## config.mk

```make
export PLATFORM = sky130hd
export DESIGN_NAME = qspi_req_arbiter_flat
export DESIGN_NICKNAME = d
export VERILOG_FILES = /design/src/rtl/qspi_req_arbiter_if.sv /design/src/rtl/qspi_req_arbiter.sv /design/src/flat_wrapper.sv
export SDC_FILE = /design/constraint.sdc
export NUM_CORES = 1
export LEC_CHECK = 0
export BUFFER_PORTS_ARGS = -buffer_cell sky130_fd_sc_hd__clkbuf_2
export CAP_MARGIN = 10
export CELL_PAD_IN_SITES_DETAIL_PLACEMENT = 2
export CELL_PAD_IN_SITES_GLOBAL_PLACEMENT = 2
export CORE_ASPECT_RATIO = 1.2
export CORE_MARGIN = 2
export CORE_UTILIZATION = 33
export CTS_CLUSTER_DIAMETER = 40
export DETAILED_ROUTE_END_ITERATION = 10
export HOLD_SLACK_MARGIN = 0.02
export PLACE_DENSITY = 0.81
export REMOVE_ABC_BUFFERS = 1
export SYNTH_ARGS = -nofsm -noshare
export SYNTH_HDL_FRONTEND = slang
export SYNTH_SLANG_ARGS = --single-unit
```

## constraint.sdc

```tcl
create_clock -name h_clk -period 3.7 [get_ports h_clk]
set_input_delay 0.37 -clock h_clk [delete_from_list [all_inputs] [get_ports h_clk]]
set_output_delay 0.37 -clock h_clk [all_outputs]
set_load 0.05 [all_outputs]
```

## src/rtl/qspi_req_arbiter_if.sv

```systemverilog
// QSPI request arbiter bundle: requester/controller handshake signals.
// master drives requests and controller status; slave is the arbiter.
interface qspi_req_arbiter_if;
  logic xip_req_in;
  logic indrct_req_in;
  logic qspi_busy_in;
  logic err_clr_in;
  logic start_new_xip_seq_out;
  logic start_indrct_mode_out;
  logic break_seq_out;
  logic xip_gnt_out;
  logic indrct_gnt_out;
  logic arb_err_out;

  modport master (
    output xip_req_in,
    output indrct_req_in,
    output qspi_busy_in,
    output err_clr_in,
    input  start_new_xip_seq_out,
    input  start_indrct_mode_out,
    input  break_seq_out,
    input  xip_gnt_out,
    input  indrct_gnt_out,
    input  arb_err_out
  );

  modport slave (
    input  xip_req_in,
    input  indrct_req_in,
    input  qspi_busy_in,
    input  err_clr_in,
    output start_new_xip_seq_out,
    output start_indrct_mode_out,
    output break_seq_out,
    output xip_gnt_out,
    output indrct_gnt_out,
    output arb_err_out
  );
endinterface

```

## src/rtl/qspi_req_arbiter.sv

```systemverilog
// XIP / indirect arbiter for one QSPI controller with starvation break.
// Optional watchdog: define QSPI_ARB_TIMEOUT_EN.
module qspi_req_arbiter #(
  parameter int unsigned STARVE_LIM  = 4,
  parameter int unsigned TIMEOUT_CYC = 1024
) (
  input  logic h_clk,
  input  logic h_rst,
  qspi_req_arbiter_if.slave bus
);

  typedef enum logic [2:0] {
    S_IDLE,
    S_START,
    S_WAIT_ACK,
    S_RUN,
    S_BREAK
  } state_t;

  localparam logic [3:0] LIM = 4'(STARVE_LIM);

  state_t     r_state;
  logic       r_owner;
  logic [3:0] r_streak;
  logic       r_xip_gnt;
  logic       r_ind_gnt;
  logic       r_start_xip;
  logic       r_start_ind;
  logic       r_break;

  logic       w_starved;
  logic       w_pick_ind;
  logic       w_any_req;
  logic       w_tmo;

  assign w_starved  = (r_streak >= LIM);
  assign w_pick_ind = bus.indrct_req_in &
                      (~bus.xip_req_in | w_starved);
  assign w_any_req  = bus.xip_req_in | bus.indrct_req_in;

`ifdef QSPI_ARB_TIMEOUT_EN
  localparam logic [15:0] TMO_LAST = 16'(TIMEOUT_CYC - 1);

  logic        r_err;
  logic [15:0] r_wdog;
  logic        w_active;

  assign w_active = (r_state == S_WAIT_ACK) ||
                    (r_state == S_RUN) ||
                    (r_state == S_BREAK);
  assign w_tmo    = w_active && (r_wdog == TMO_LAST);
  assign bus.arb_err_out = r_err;

  // Watchdog counts cycles spent waiting on the controller.
  always_ff @(posedge h_clk) begin
    if (h_rst) begin
      r_wdog <= '0;
      r_err  <= 1'b0;
    end else begin
      r_wdog <= (w_active && !w_tmo) ? r_wdog + 16'd1 : '0;
      if (bus.err_clr_in)
        r_err <= 1'b0;
      if (w_tmo)
        r_err <= 1'b1;
    end
  end
`else
  logic [16:0] w_unused;

  assign w_tmo    = 1'b0;
  assign w_unused = {bus.err_clr_in, 16'(TIMEOUT_CYC)};
  assign bus.arb_err_out = 1'b0;
`endif

  assign bus.start_new_xip_seq_out = r_start_xip;
  assign bus.start_indrct_mode_out = r_start_ind;
  assign bus.break_seq_out         = r_break;
  assign bus.xip_gnt_out           = r_xip_gnt;
  assign bus.indrct_gnt_out        = r_ind_gnt;

  // Arbitration FSM with registered grants, pulses and break.
  always_ff @(posedge h_clk) begin
    if (h_rst) begin
      r_state     <= S_IDLE;
      r_owner     <= 1'b0;
      r_streak    <= '0;
      r_xip_gnt   <= 1'b0;
      r_ind_gnt   <= 1'b0;
      r_start_xip <= 1'b0;
      r_start_ind <= 1'b0;
      r_break     <= 1'b0;
    end else begin
      r_start_xip <= 1'b0;
      r_start_ind <= 1'b0;
      if (w_tmo) begin
        r_state   <= S_IDLE;
        r_break   <= 1'b1;
        r_xip_gnt <= 1'b0;
        r_ind_gnt <= 1'b0;
      end else begin
        unique case (r_state)
          S_IDLE: begin
            r_break <= 1'b0;
            if (w_any_req) begin
              r_state   <= S_START;
              r_owner   <= w_pick_ind;
              r_xip_gnt <= ~w_pick_ind;
              r_ind_gnt <= w_pick_ind;
              if (w_pick_ind)
                r_streak <= '0;
              else if (bus.indrct_req_in && r_streak != 4'hF)
                r_streak <= r_streak + 4'd1;
            end
          end
          S_START: begin
            r_start_xip <= ~r_owner;
            r_start_ind <= r_owner;
            r_state     <= S_WAIT_ACK;
          end
          S_WAIT_ACK: begin
            if (bus.qspi_busy_in)
              r_state <= S_RUN;
          end
          S_RUN: begin
            if (!bus.qspi_busy_in) begin
              r_state   <= S_IDLE;
              r_xip_gnt <= 1'b0;
              r_ind_gnt <= 1'b0;
            end else if (!r_owner && bus.indrct_req_in && w_starved) begin
              r_state <= S_BREAK;
              r_break <= 1'b1;
            end
          end
          S_BREAK: begin
            if (!bus.qspi_busy_in) begin
              r_state   <= S_IDLE;
              r_break   <= 1'b0;
              r_xip_gnt <= 1'b0;
              r_ind_gnt <= 1'b0;
            end
          end
          default: r_state <= S_IDLE;
        endcase
      end
    end
  end

endmodule

```

## src/flat_wrapper.sv

```systemverilog
// flat-port wrapper written by rule: the top's interface ports become plain ports
module qspi_req_arbiter_flat 
#(
  parameter int unsigned STARVE_LIM  = 4,
  parameter int unsigned TIMEOUT_CYC = 1024
)
  (h_clk, h_rst, bus_xip_req_in, bus_indrct_req_in, bus_qspi_busy_in, bus_err_clr_in, bus_start_new_xip_seq_out, bus_start_indrct_mode_out, bus_break_seq_out, bus_xip_gnt_out, bus_indrct_gnt_out, bus_arb_err_out);
  qspi_req_arbiter_if bus_i ();
  input  logic h_clk;
  input  logic h_rst;
  input wire logic [$bits(bus_i.xip_req_in)-1:0] bus_xip_req_in;
  input wire logic [$bits(bus_i.indrct_req_in)-1:0] bus_indrct_req_in;
  input wire logic [$bits(bus_i.qspi_busy_in)-1:0] bus_qspi_busy_in;
  input wire logic [$bits(bus_i.err_clr_in)-1:0] bus_err_clr_in;
  output wire logic [$bits(bus_i.start_new_xip_seq_out)-1:0] bus_start_new_xip_seq_out;
  output wire logic [$bits(bus_i.start_indrct_mode_out)-1:0] bus_start_indrct_mode_out;
  output wire logic [$bits(bus_i.break_seq_out)-1:0] bus_break_seq_out;
  output wire logic [$bits(bus_i.xip_gnt_out)-1:0] bus_xip_gnt_out;
  output wire logic [$bits(bus_i.indrct_gnt_out)-1:0] bus_indrct_gnt_out;
  output wire logic [$bits(bus_i.arb_err_out)-1:0] bus_arb_err_out;
  assign bus_i.xip_req_in = bus_xip_req_in;
  assign bus_i.indrct_req_in = bus_indrct_req_in;
  assign bus_i.qspi_busy_in = bus_qspi_busy_in;
  assign bus_i.err_clr_in = bus_err_clr_in;
  assign bus_start_new_xip_seq_out = bus_i.start_new_xip_seq_out;
  assign bus_start_indrct_mode_out = bus_i.start_indrct_mode_out;
  assign bus_break_seq_out = bus_i.break_seq_out;
  assign bus_xip_gnt_out = bus_i.xip_gnt_out;
  assign bus_indrct_gnt_out = bus_i.indrct_gnt_out;
  assign bus_arb_err_out = bus_i.arb_err_out;
  qspi_req_arbiter #(.STARVE_LIM(STARVE_LIM), .TIMEOUT_CYC(TIMEOUT_CYC)) u_core (.h_clk(h_clk), .h_rst(h_rst), .bus(bus_i));
endmodule
```

==> summary.md, run 1 <==
- **post-layout power** 0.308 mW
- **global routing usage summed across all routing layers** 15.4%
- **Mapped Avg Cell Area** 9.04 um2
- **hold path startpoint** bus_qspi_busy_in
- **count of state elements after synthesis** 13
- **Pre-antenna DRT Iters** 2
- **Detail Route Antenna Nets** 0
- **number of warnings reported in the yosys synthesis log** 0
- **Starting Density** 35.1%
- **fraction of final layout cells with drive strength greater than 1** 21.8%
- **number of buffers on the longest clock path** 2
- **number of top-level design ports** 12
- **# nets final** 86
- **Crit Path Class** flop to flop
- **pins over their slew limit** 0
- **setup repair bufs after CTS** 0
- **count of non-filler cells in the finished layout** 97
- **Hold Path Class** input pin to flop
- **Sequential Power Share** 51.5%
- **Pleak** 0.263 nW
- **highest achievable clock rate** 0.657 GHz
- **WHS** 421 ps
- **routed length per placed instance** 15.9 um
- **Clock Sinks** 13
- **CTS tree** built
- **H-tree depth reported by CTS** 1
- **total DRC errors in the routed layout** 0
- **destination of the worst hold path** u_core.r_state[2]$_SDFFE_PP0P_
- **worst-path cell chain** nand2_1, o32a_2, and4b_1, nor3_1
- **cell type of the slowest stage on the worst timing path** sky130_fd_sc_hd__dfxtp_1
- **Routed Wire Length** 1540 um
- **pin count of the biggest net entering global routing** 14
- **x dimension of the die** 44.3 um
- **R2R Path Start** u_core.r_state[1]$_SDFFE_PP0P_
- **clock group share of total power** 28.0%
- **run status** completed
- **share of the synthesized area in the top cell type** 40.5%
- **Ant. Diodes** 0
- **worst r2r path cells** 4
- **ratio of total power to cell area** 445 nW/um2
- **overflow left after global routing** 0
- **critical path endpoint category** flop
- **combinational fraction of design power** 20.5%
- **share of flip-flops with an asynchronous set or reset after synthesis** 0%
- **initial antenna violation count** 0
- **die footprint** 2320 um2
- **vias in the first global route** 568
- **Unique masters post-synth** 37
- **# placed instances** 93
- **portion of the post-synthesis area used by sequential elements** 40.5%
- **switching power** 0.0958 mW
- **commonest non-fill, non-tap cells in the layout** sky130_fd_sc_hd__dfxtp_1, sky130_fd_sc_hd__clkbuf_2, sky130_fd_sc_hd__a21oi_1
- **unrepaired setup endpoints after global routing** no
- **via count** 571
- **drt via density** 5.89
- **setup slack on the worst flop-to-flop path** 2180 ps
- **CTS Hold Buffers Added** 0
- **flip-flop cell with the highest count after synthesis** sky130_fd_sc_hd__dfxtp_1
- **number of enable-type register cells in the synthesized netlist** 0
- **total CTS buffers** 3
- **global-route wire length before repair** 2560 um
- **Resize count post-CTS** 0
- **Max VDD drop** 0.188 mV
- **final-report setup violation count** 0
- **half-perimeter wire length after detailed placement** 1160 um
- **synthesized instance count** 71
- **Worst Hold Depth** 2
- **Internal Dissipation** 0.213 mW
- **switching fraction of total power** 31.1%
- **post-route fraction of the period consumed by the critical path** 41.1%
- **layout overhead on the synthesized area** 7.99%
- **final period demand of the worst path** 1520 ps
- **RR Endpoint** u_core.r_streak[3]$_SDFFE_PP0P_
- **highest cell delay on the worst timing path** 540 ps
- **critical path data arrival time** 1670 ps
- **commonest non-fill, non-tap cell in the layout** sky130_fd_sc_hd__dfxtp_1
- **worst path required time** 3850 ps
- **clock-pin slew of the registers on the worst-case setup and hold paths** 80 ps
- **final weighted congestion in routability-driven placement** 0.747
- **total negative slack** 0 ps
- **number of max-cap violations** 0
- **most area-hungry cell type in the Yosys netlist** sky130_fd_sc_hd__dfxtp_1
- **crit start category** flop
- **die height** 52.3 um
- **largest fanout of any net on the critical path** 10
- **maximum clock skew at final layout** 1.49 ps
- **final hold viol count** 0
- **clock latency at the later pin of the worst-skew pair** 270 ps
- **root buf cell** sky130_fd_sc_hd__clkbuf_4
- **Placeable Area** 1830 um2
- **largest cells by area after synthesis** sky130_fd_sc_hd__dfxtp_1, sky130_fd_sc_hd__a21oi_1, sky130_fd_sc_hd__buf_4
- **cell row count** 17
- **number of port buffers** 9
- **number of violations reported at the end of detailed-routing iteration 0** 7
- **combined area of all synthesized cells** 642 um2
==> cells by family after synthesis <==
logic type                 after synthesis  synth area share, %
adders and majority gates                1                 1.95
other                                    1                0.584
xor gates and xnor gates                 1                 1.36
buffers and inverters                    8                 7.99
muxes                                    1                 1.56
DFF                                     13                 40.5
and+or+nand+nor                         30                 28.1
AOI/OAI and AO/OA                       16                 17.9
==> worst max-delay path by stage <==
stage,startpoint,to,slack [ps],cells past startpoint
finish,u_core.r_state[1]$_SDFFE_PP0P_,u_core.r_streak[3]$_SDFFE_PP0P_,2180,4
floorplan,u_core.r_state[1]$_SDFFE_PP0P_,u_core.r_streak[3]$_SDFFE_PP0P_,2380,4
detailed placement,bus_qspi_busy_in,u_core.r_streak[3]$_SDFFE_PP0P_,2180,5
global placement,bus_qspi_busy_in,u_core.r_streak[3]$_SDFFE_PP0P_,2190,5
global route,u_core.r_state[1]$_SDFFE_PP0P_,u_core.r_owner$_SDFFE_PP0P_,2100,4
CTS,u_core.r_state[1]$_SDFFE_PP0P_,u_core.r_owner$_SDFFE_PP0P_,2180,4
==> worst max-delay path, delay by kind of cell, from the launching register on <==
kind	cells	cell delay [ps]
and+or+nand+nor	3	470
DFF	1	540
AOI/OAI and AO/OA	1	390
==> sequential cells by signal, summed over array words and instances (netlist names) <==
| name | flops |
|---|---|
| u_core.r_owner | 1 |
| u_core.bus.indrct_gnt_out | 1 |
| u_core.bus.xip_gnt_out | 1 |
| u_core.r_streak | 4 |
| u_core.bus.break_seq_out | 1 |
| u_core.bus.start_new_xip_seq_out | 1 |
| u_core.bus.start_indrct_mode_out | 1 |
| u_core.r_state | 3 |
==> final cells by class <==
cell class                 instances  area (um2)
inverter                           2        7.51
sequential                        13         260
timing repair buffer               9        45.0
fill                             223        1140
clock buffer                       4        26.3
multi-input combinational         50         330
tap                               19        23.8
==> Yosys cell counts, drive strengths merged (2+ instances only) <==
cell type / instances
nor4: 2
dfxtp: 13
inv: 2
a41oi: 2
nor2: 5
a21oi: 7
or3b: 2
nor3b: 2
buf: 6
nand2: 5
nand2b: 2
nor3: 4
==> per-stage QoR <==
step           setup WS (ps)  cell area, um2  util (%)
2_1_floorplan           2380             598         -
3_3_place_gp            2190             667      36.5
3_5_place_dp            2180             667      36.5
4_1_cts                 2180             693      37.9
5_1_grt                 2100             693      37.9
6_report                2180             693      37.9
==> per-layer routing <==
layer / track usage [%] / vias to the layer above / share of wire [%]
met5: 0 / - / 0
met4: 7.58 / 0 / 0.65
met3: 3.10 / 2 / 2.8
met2: 27.0 / 6 / 52
met1: 17.3 / 287 / 44
li1: - / 276 / -
==> power by group through the flow <==
stage	Clock, mW	Sequential, mW	Combinational, mW
after global placement	0	0.161	0.0615
after CTS	0.0913	0.159	0.0639
after global routing	0.0974	0.160	0.0692
after detailed placement	0	0.162	0.0636
final	0.0863	0.159	0.0631
after floorplan	0	0.171	0.0353
No activity file was read; power rests on OpenSTA's default activity.
==> run 2: changes to the inputs <==
--- a/config.mk
+++ b/config.mk
@@ -11,11 +11,11 @@
 export CELL_PAD_IN_SITES_GLOBAL_PLACEMENT = 2
 export CORE_ASPECT_RATIO = 1.2
 export CORE_MARGIN = 2
-export CORE_UTILIZATION = 33
+export CORE_UTILIZATION = 31
 export CTS_CLUSTER_DIAMETER = 40
 export DETAILED_ROUTE_END_ITERATION = 10
 export HOLD_SLACK_MARGIN = 0.02
-export PLACE_DENSITY = 0.81
+export PLACE_DENSITY = 0.77
 export REMOVE_ABC_BUFFERS = 1
 export SYNTH_ARGS = -nofsm -noshare
 export SYNTH_HDL_FRONTEND = slang
==> constraint.sdc (replaced) <==
create_clock -name h_clk -period 1.6 [get_ports h_clk]
set_input_delay 0.16 -clock h_clk [delete_from_list [all_inputs] [get_ports h_clk]]
set_output_delay 0.16 -clock h_clk [all_outputs]
set_load 0.05 [all_outputs]
==> run 2 against run 1 <==
Effect of this change: register-to-register slack got worse by 2100 ps; cell count up 2.1%; via count down 0.70%; critical path depth did not move; worst hold slack worse by 230 ps; utilization decreased by 2.9 points; clock power increased by 140%; non-clock buffer count is 1 higher; sequential share of layout area shrank 0.47 points; flip-flop and latch count stayed put.
==> summary.md, run 2 (same netlist as run 1, synthesis figures left out) <==
- **Hold Path Class** input pin to flop
- **largest fanout of any net on the critical path** 10, unchanged
- **# nets final** 87, +1.2%
- **clock group share of total power** 28.8%, +0.8 points
- **highest cell delay on the worst timing path** 520 ps, -20 ps
- **half-perimeter wire length after detailed placement** 1140 um, -1.8%
- **number of top-level design ports** 12, unchanged
- **Starting Density** 32.0%, -3.1 points
- **Clock Sinks** 13, unchanged
- **Pre-antenna DRT Iters** 3, +1
- **Crit Path Class** flop to flop
- **Pleak** 0.269 nW, +2.1%
- **commonest non-fill, non-tap cells in the layout** sky130_fd_sc_hd__dfxtp_1, sky130_fd_sc_hd__clkbuf_2, sky130_fd_sc_hd__a21oi_1
- **Internal Dissipation** 0.492 mW, +130%
- **worst path required time** 1810 ps, -2040 ps
- **layout overhead on the synthesized area** 9.36%
- **total CTS buffers** 3, unchanged
- **routed length per placed instance** 15.4 um, -2.8%
- **run status** completed
- **number of violations reported at the end of detailed-routing iteration 0** 2, -5
- **final period demand of the worst path** 1500 ps, -20.1 ps
- **x dimension of the die** 45.5 um, +2.9%
- **critical path endpoint category** flop
- **ratio of total power to cell area** 1020 nW/um2, +130%
- **Sequential Power Share** 51.0%, -0.5 points
- **pins over their slew limit** 0, unchanged
- **commonest non-fill, non-tap cell in the layout** sky130_fd_sc_hd__dfxtp_1
- **Max VDD drop** 0.454 mV, +140%
- **H-tree depth reported by CTS** 1, unchanged
- **highest achievable clock rate** 0.666 GHz, +1.3%
- **final hold viol count** 0, unchanged
- **vias in the first global route** 567, -0.18%
- **number of buffers on the longest clock path** 2, unchanged
- **unrepaired setup endpoints after global routing** no
- **combinational fraction of design power** 20.1%, -0.4 points
- **Placeable Area** 2000 um2, +9.6%
- **largest register by flop count** u_core.r_streak
- **switching fraction of total power** 31.5%, +0.43 points
- **WHS** 196 ps, -225 ps
- **crit start category** flop
- **clock-pin slew of the registers on the worst-case setup and hold paths** 80 ps, about the same
- **via count** 567, -0.70%
- **overflow left after global routing** 0, unchanged
- **drt via density** 5.73, -2.7%
- **die footprint** 2450 um2, +5.9%
- **pin count of the biggest net entering global routing** 14, unchanged
- **cell row count** 18, +1
- **global routing usage summed across all routing layers** 15.0%, -0.35 points
- **setup repair bufs after CTS** 0, unchanged
- **Routed Wire Length** 1530 um, -0.78%
- **number of flip-flops in the largest register** 4, unchanged
- **Largest regs** u_core.r_streak (4), u_core.r_state (3)
- **post-route fraction of the period consumed by the critical path** 93.9%, +53 points
- **Resize count post-CTS** 0, unchanged
- **maximum clock skew at final layout** 6.01 ps, +4.51 ps
- **CTS tree** built
- **clock latency at the later pin of the worst-skew pair** 280 ps, about the same
- **global-route wire length before repair** 2570 um, +0.55%
- **total DRC errors in the routed layout** 0, unchanged
- **die height** 53.8 um, +2.9%
- **cell type of the slowest stage on the worst timing path** sky130_fd_sc_hd__dfxtp_1
- **switching power** 0.226 mW, +140%
- **Detail Route Antenna Nets** 0, unchanged
- **fraction of final layout cells with drive strength greater than 1** 22.8%, +0.99 points
- **Ant. Diodes** 0, unchanged
- **critical path data arrival time** 1710 ps, +40 ps
- **final-report setup violation count** 0, unchanged
- **root buf cell** sky130_fd_sc_hd__clkbuf_4
- **worst-path cell chain** nand2_1, o32a_2, nand4b_1, a21oi_1
- **number of port buffers** 9, unchanged
- **total negative slack** 0 ps, unchanged
- **CTS Hold Buffers Added** 0, unchanged
- **initial antenna violation count** 0, unchanged
- **number of max-cap violations** 0, unchanged
- **final weighted congestion in routability-driven placement** 0.672, -10%
## run 2: layer usage
layer | share of wire, % | vias up | global-route usage (%)
met1 | 45 | 275 | 17.5
met4 | 1.9 | 0 | 10.3
met5 | 0 | - | 0
met3 | 2.8 | 4 | 2.01
li1 | - | 280 | -
met2 | 50 | 8 | 24.9
## run 2: worst paths after layout
path | from | endpoint | slack (ps) | depth (start not counted)
setup / recovery | u_core.r_state[1]$_SDFFE_PP0P_ | u_core.r_owner$_SDFFE_PP0P_ | 100 | 4
hold / removal | bus_xip_req_in | u_core.r_streak[1]$_SDFFE_PP0P_ | 200 | 3
setup reg to reg | u_core.r_state[1]$_SDFFE_PP0P_ | u_core.r_owner$_SDFFE_PP0P_ | 100 | 4
hold reg to reg | u_core.bus.indrct_gnt_out$_SDFFE_PP0P_ | u_core.bus.indrct_gnt_out$_SDFFE_PP0P_ | 460 | 2
## run 2: worst max-delay path, delay by kind of cell, from the launching register on
family           cells  cell delay [ps]
AND/OR/NAND/NOR      2              360
AO/OA/AOI/OAI        2              550
flip-flops           1              520
## run 2: metrics by stage
stage	power [mW]	util, %	cells	setup slack [ps]	area [um2]
6_report	0.718	35.0	99	97.8	702
5_1_grt	0.764	35.0	99	16.8	702
4_1_cts	0.734	35.0	99	68.4	702
3_5_place_dp	0.520	33.7	95	90.7	676
3_3_place_gp	0.515	33.7	95	135	676
2_1_floorplan	0.476	-	65	277	598
## run 2: power groups by stage
stage	Clock [mW]	Sequential, mW	Combinational, mW
detailed placement	0	0.374	0.146
global route	0.234	0.369	0.161
CTS	0.221	0.366	0.147
floorplan	0	0.394	0.0816
finish	0.207	0.366	0.145
global placement	0	0.373	0.142
## run 2: final cells by class
type	instances	area, um2
repair buffers	10	52.6
inverters	2	7.51
flip-flops and latches	13	260
fillers	245	1300
clock buffers	4	26.3
multi-input cells	50	330
well taps	20	25.0
==> run 3: changes to the inputs <==
--- a/config.mk
+++ b/config.mk
@@ -10,12 +10,13 @@
 export CELL_PAD_IN_SITES_DETAIL_PLACEMENT = 2
 export CELL_PAD_IN_SITES_GLOBAL_PLACEMENT = 2
 export CORE_ASPECT_RATIO = 1.2
-export CORE_MARGIN = 2
+export CORE_MARGIN = 1
 export CORE_UTILIZATION = 31
 export CTS_CLUSTER_DIAMETER = 40
 export DETAILED_ROUTE_END_ITERATION = 10
 export HOLD_SLACK_MARGIN = 0.02
 export PLACE_DENSITY = 0.77
+export RECOVER_POWER = 100
 export REMOVE_ABC_BUFFERS = 1
 export SYNTH_ARGS = -nofsm -noshare
 export SYNTH_HDL_FRONTEND = slang
==> run 3 against run 2 <==
Effect of this change: highest routed layer unchanged; wire length is 6.6% higher; clock power hardly changed; flip-flop and latch count did not move; first-iteration DRC count rose by 100%; sequential share of layout area up 0.72 points; critical path type unchanged.
==> summary.md, run 3 (same netlist as run 1, synthesis figures left out) <==
- **Routed Wire Length** 1630 um, +6.6%
- **global-route wire length before repair** 2850 um, +11%
- **run status** completed
- **area of combinational cells with multiple inputs** 330 um2, unchanged
- **Clock Sinks** 13, unchanged
- **Max VDD drop** 0.405 mV, -11%
- **commonest non-fill, non-tap cell in the layout** sky130_fd_sc_hd__dfxtp_1
- **number of flip-flops in the largest register** 4, unchanged
- **max_slew headroom** 59.9%
- **number of top-level design ports** 12, unchanged
- **critical path data arrival time** 1640 ps, -70 ps
- **die footprint** 2260 um2, -7.9%
- **via count** 569, +0.35%
- **unrepaired setup endpoints after global routing** no
- **worst path required time** 1760 ps, -50 ps
- **CTS tree** built
- **top routing layer in use** met4
- **setup repair bufs after CTS** 0, unchanged
- **post-layout power** 0.720 mW, +0.35%
- **ratio of total power to cell area** 1040 nW/um2, +1.8%
- **# nets final** 87, unchanged
- **number of violations reported at the end of detailed-routing iteration 0** 4, +2
- **Placeable Area** 1890 um2, -5.6%
- **Largest regs** u_core.r_streak (4), u_core.r_state (3)
- **number of port buffers** 9, unchanged
- **Crit Path Class** flop to flop
- **H-tree depth reported by CTS** 1, unchanged
- **WL met2** 858 um, +13%
- **Resize count post-CTS** 0, unchanged
- **Ant. Diodes** 0, unchanged
- **Detail Route Antenna Nets** 0, unchanged
- **die height** 51.8 um, -3.7%
- **total DRC errors in the routed layout** 0, unchanged
- **transition at the pin with the smallest max-transition slack** 604 ps
- **Pleak** 0.248 nW, -7.8%
- **Cell Area, Placed** 674 um2, -0.19%
- **post-route fraction of the period consumed by the critical path** 92.5%, -1.4 points
- **final weighted congestion in routability-driven placement** 0.718, +6.8%
- **area taken by flip-flops and latches** 262 um2, +0.48%
- **commonest non-fill, non-tap cells in the layout** sky130_fd_sc_hd__dfxtp_1, sky130_fd_sc_hd__clkbuf_1, sky130_fd_sc_hd__a21oi_1
- **overflow left after global routing** 0, unchanged
- **crit start category** flop
- **Fill cells** 231, -5.7%
- **fraction of final layout cells with drive strength greater than 1** 16.5%, -6.3 points
- **root buf cell** sky130_fd_sc_hd__clkbuf_4
- **total CTS buffers** 3, unchanged
- **pins over their slew limit** 0, unchanged
- **critical path endpoint category** flop
- **total negative slack** 0 ps, unchanged
- **final hold viol count** 0, unchanged
- **x dimension of the die** 43.5 um, -4.4%
- **clock latency at the later pin of the worst-skew pair** 280 ps, about the same
- **initial antenna violation count** 0, unchanged
- **Hold Path Class** input pin to flop
- **metal3 WL** 48 um, +12%
- **routed length per placed instance** 16.6 um, +7.7%
- **CTS Hold Buffers Added** 0, unchanged
- **cell row count** 17, -1
- **Pre-antenna DRT Iters** 2, -1
- **Finished Cell Area** 692 um2, -1.4%
- **length of routed wiring on met1** 699 um, +1.2%
- **highest achievable clock rate** 0.676 GHz, +1.5%
- **pin count of the biggest net entering global routing** 14, unchanged
- **number of max-cap violations** 0, unchanged
- **Starting Density** 33.9%, +1.9 points
- **clock-pin slew of the registers on the worst-case setup and hold paths** 80 ps, about the same
- **global routing usage summed across all routing layers** 17.7%, +2.6 points
- **half-perimeter wire length after detailed placement** 1230 um, +8.6%
- **final period demand of the worst path** 1480 ps, -22.1 ps
- **maximum clock skew at final layout** 4.81 ps, -1.20 ps
- **largest fanout of any net on the critical path** 8, -2
- **largest register by flop count** u_core.r_streak
- **drt via density** 5.81, +1.4%
- **vias in the first global route** 590, +4.1%
- **final-report setup violation count** 0, unchanged
- **number of buffers on the longest clock path** 2, unchanged
- **layout overhead on the synthesized area** 7.80%
-- run 3: cell count changes in the layout (fill, tap and decap cells not counted) --
cell,change
sky130_fd_sc_hd__buf_4,-1
sky130_fd_sc_hd__clkbuf_2,-5
sky130_fd_sc_hd__dfxtp_2,+1
sky130_fd_sc_hd__dfxtp_1,-1
sky130_fd_sc_hd__clkbuf_1,+6
-- run 3: area by class of cell --
| class | count | area share, % |
|---|---|---|
| Tap cell | 19 | 3.44 |
| Multi-Input combinational cell | 50 | 47.7 |
| Inverter | 2 | 1.08 |
| Clock buffer | 4 | 3.80 |
| Sequential cell | 13 | 37.8 |
| Timing Repair Buffer | 10 | 6.15 |
-- run 3: metrics by stage --
| step | worst slack, ps | util (%) | instances | hold WS, ps |
|---|---|---|---|---|
| after floorplan | 277 | - | 65 | 222 |
| after global placement | 129 | 35.6 | 94 | 445 |
| after detailed placement | 89.1 | 35.6 | 94 | 456 |
| after CTS | 79.3 | 37.0 | 98 | 187 |
| after global routing | 9.16 | 36.5 | 98 | 223 |
| final | 120 | 36.5 | 98 | 198 |
-- run 3: power by group --
part	total (mW)	internal, mW	leakage (nW)	switching [mW]
sequential	0.367	0.343	0.106	0.0248
clock	0.208	0.0967	0.0150	0.112
combinational	0.145	0.0514	0.126	0.0933
total	0.720	0.491	0.248	0.230
-- run 3: layer usage --
metal  global-route usage [%]  vias up
met5                        0        -
met4                     9.38        0
met3                     4.17        4
met2                     30.3        9
met1                     19.8      277
li1                         -      279
-- run 3: critical path, stage by stage, from the launching register on --
cell,delay (ps)
sky130_fd_sc_hd__dfxtp_1,500
sky130_fd_sc_hd__nand2_1,130
sky130_fd_sc_hd__o32a_2,380
sky130_fd_sc_hd__and4b_1,280
sky130_fd_sc_hd__nor3_1,60
-- run 3: path summary, 6_finish.rpt --
check	startpoint	slack, ps	to	cells past startpoint
max	u_core.r_state[0]$_SDFFE_PP0P_	120	u_core.r_streak[2]$_SDFFE_PP0P_	4
min reg2reg	u_core.bus.indrct_gnt_out$_SDFFE_PP0P_	460	u_core.bus.indrct_gnt_out$_SDFFE_PP0P_	2
min	bus_xip_req_in	200	u_core.r_streak[1]$_SDFFE_PP0P_	3
max reg2reg	u_core.r_state[0]$_SDFFE_PP0P_	120	u_core.r_streak[2]$_SDFFE_PP0P_	4
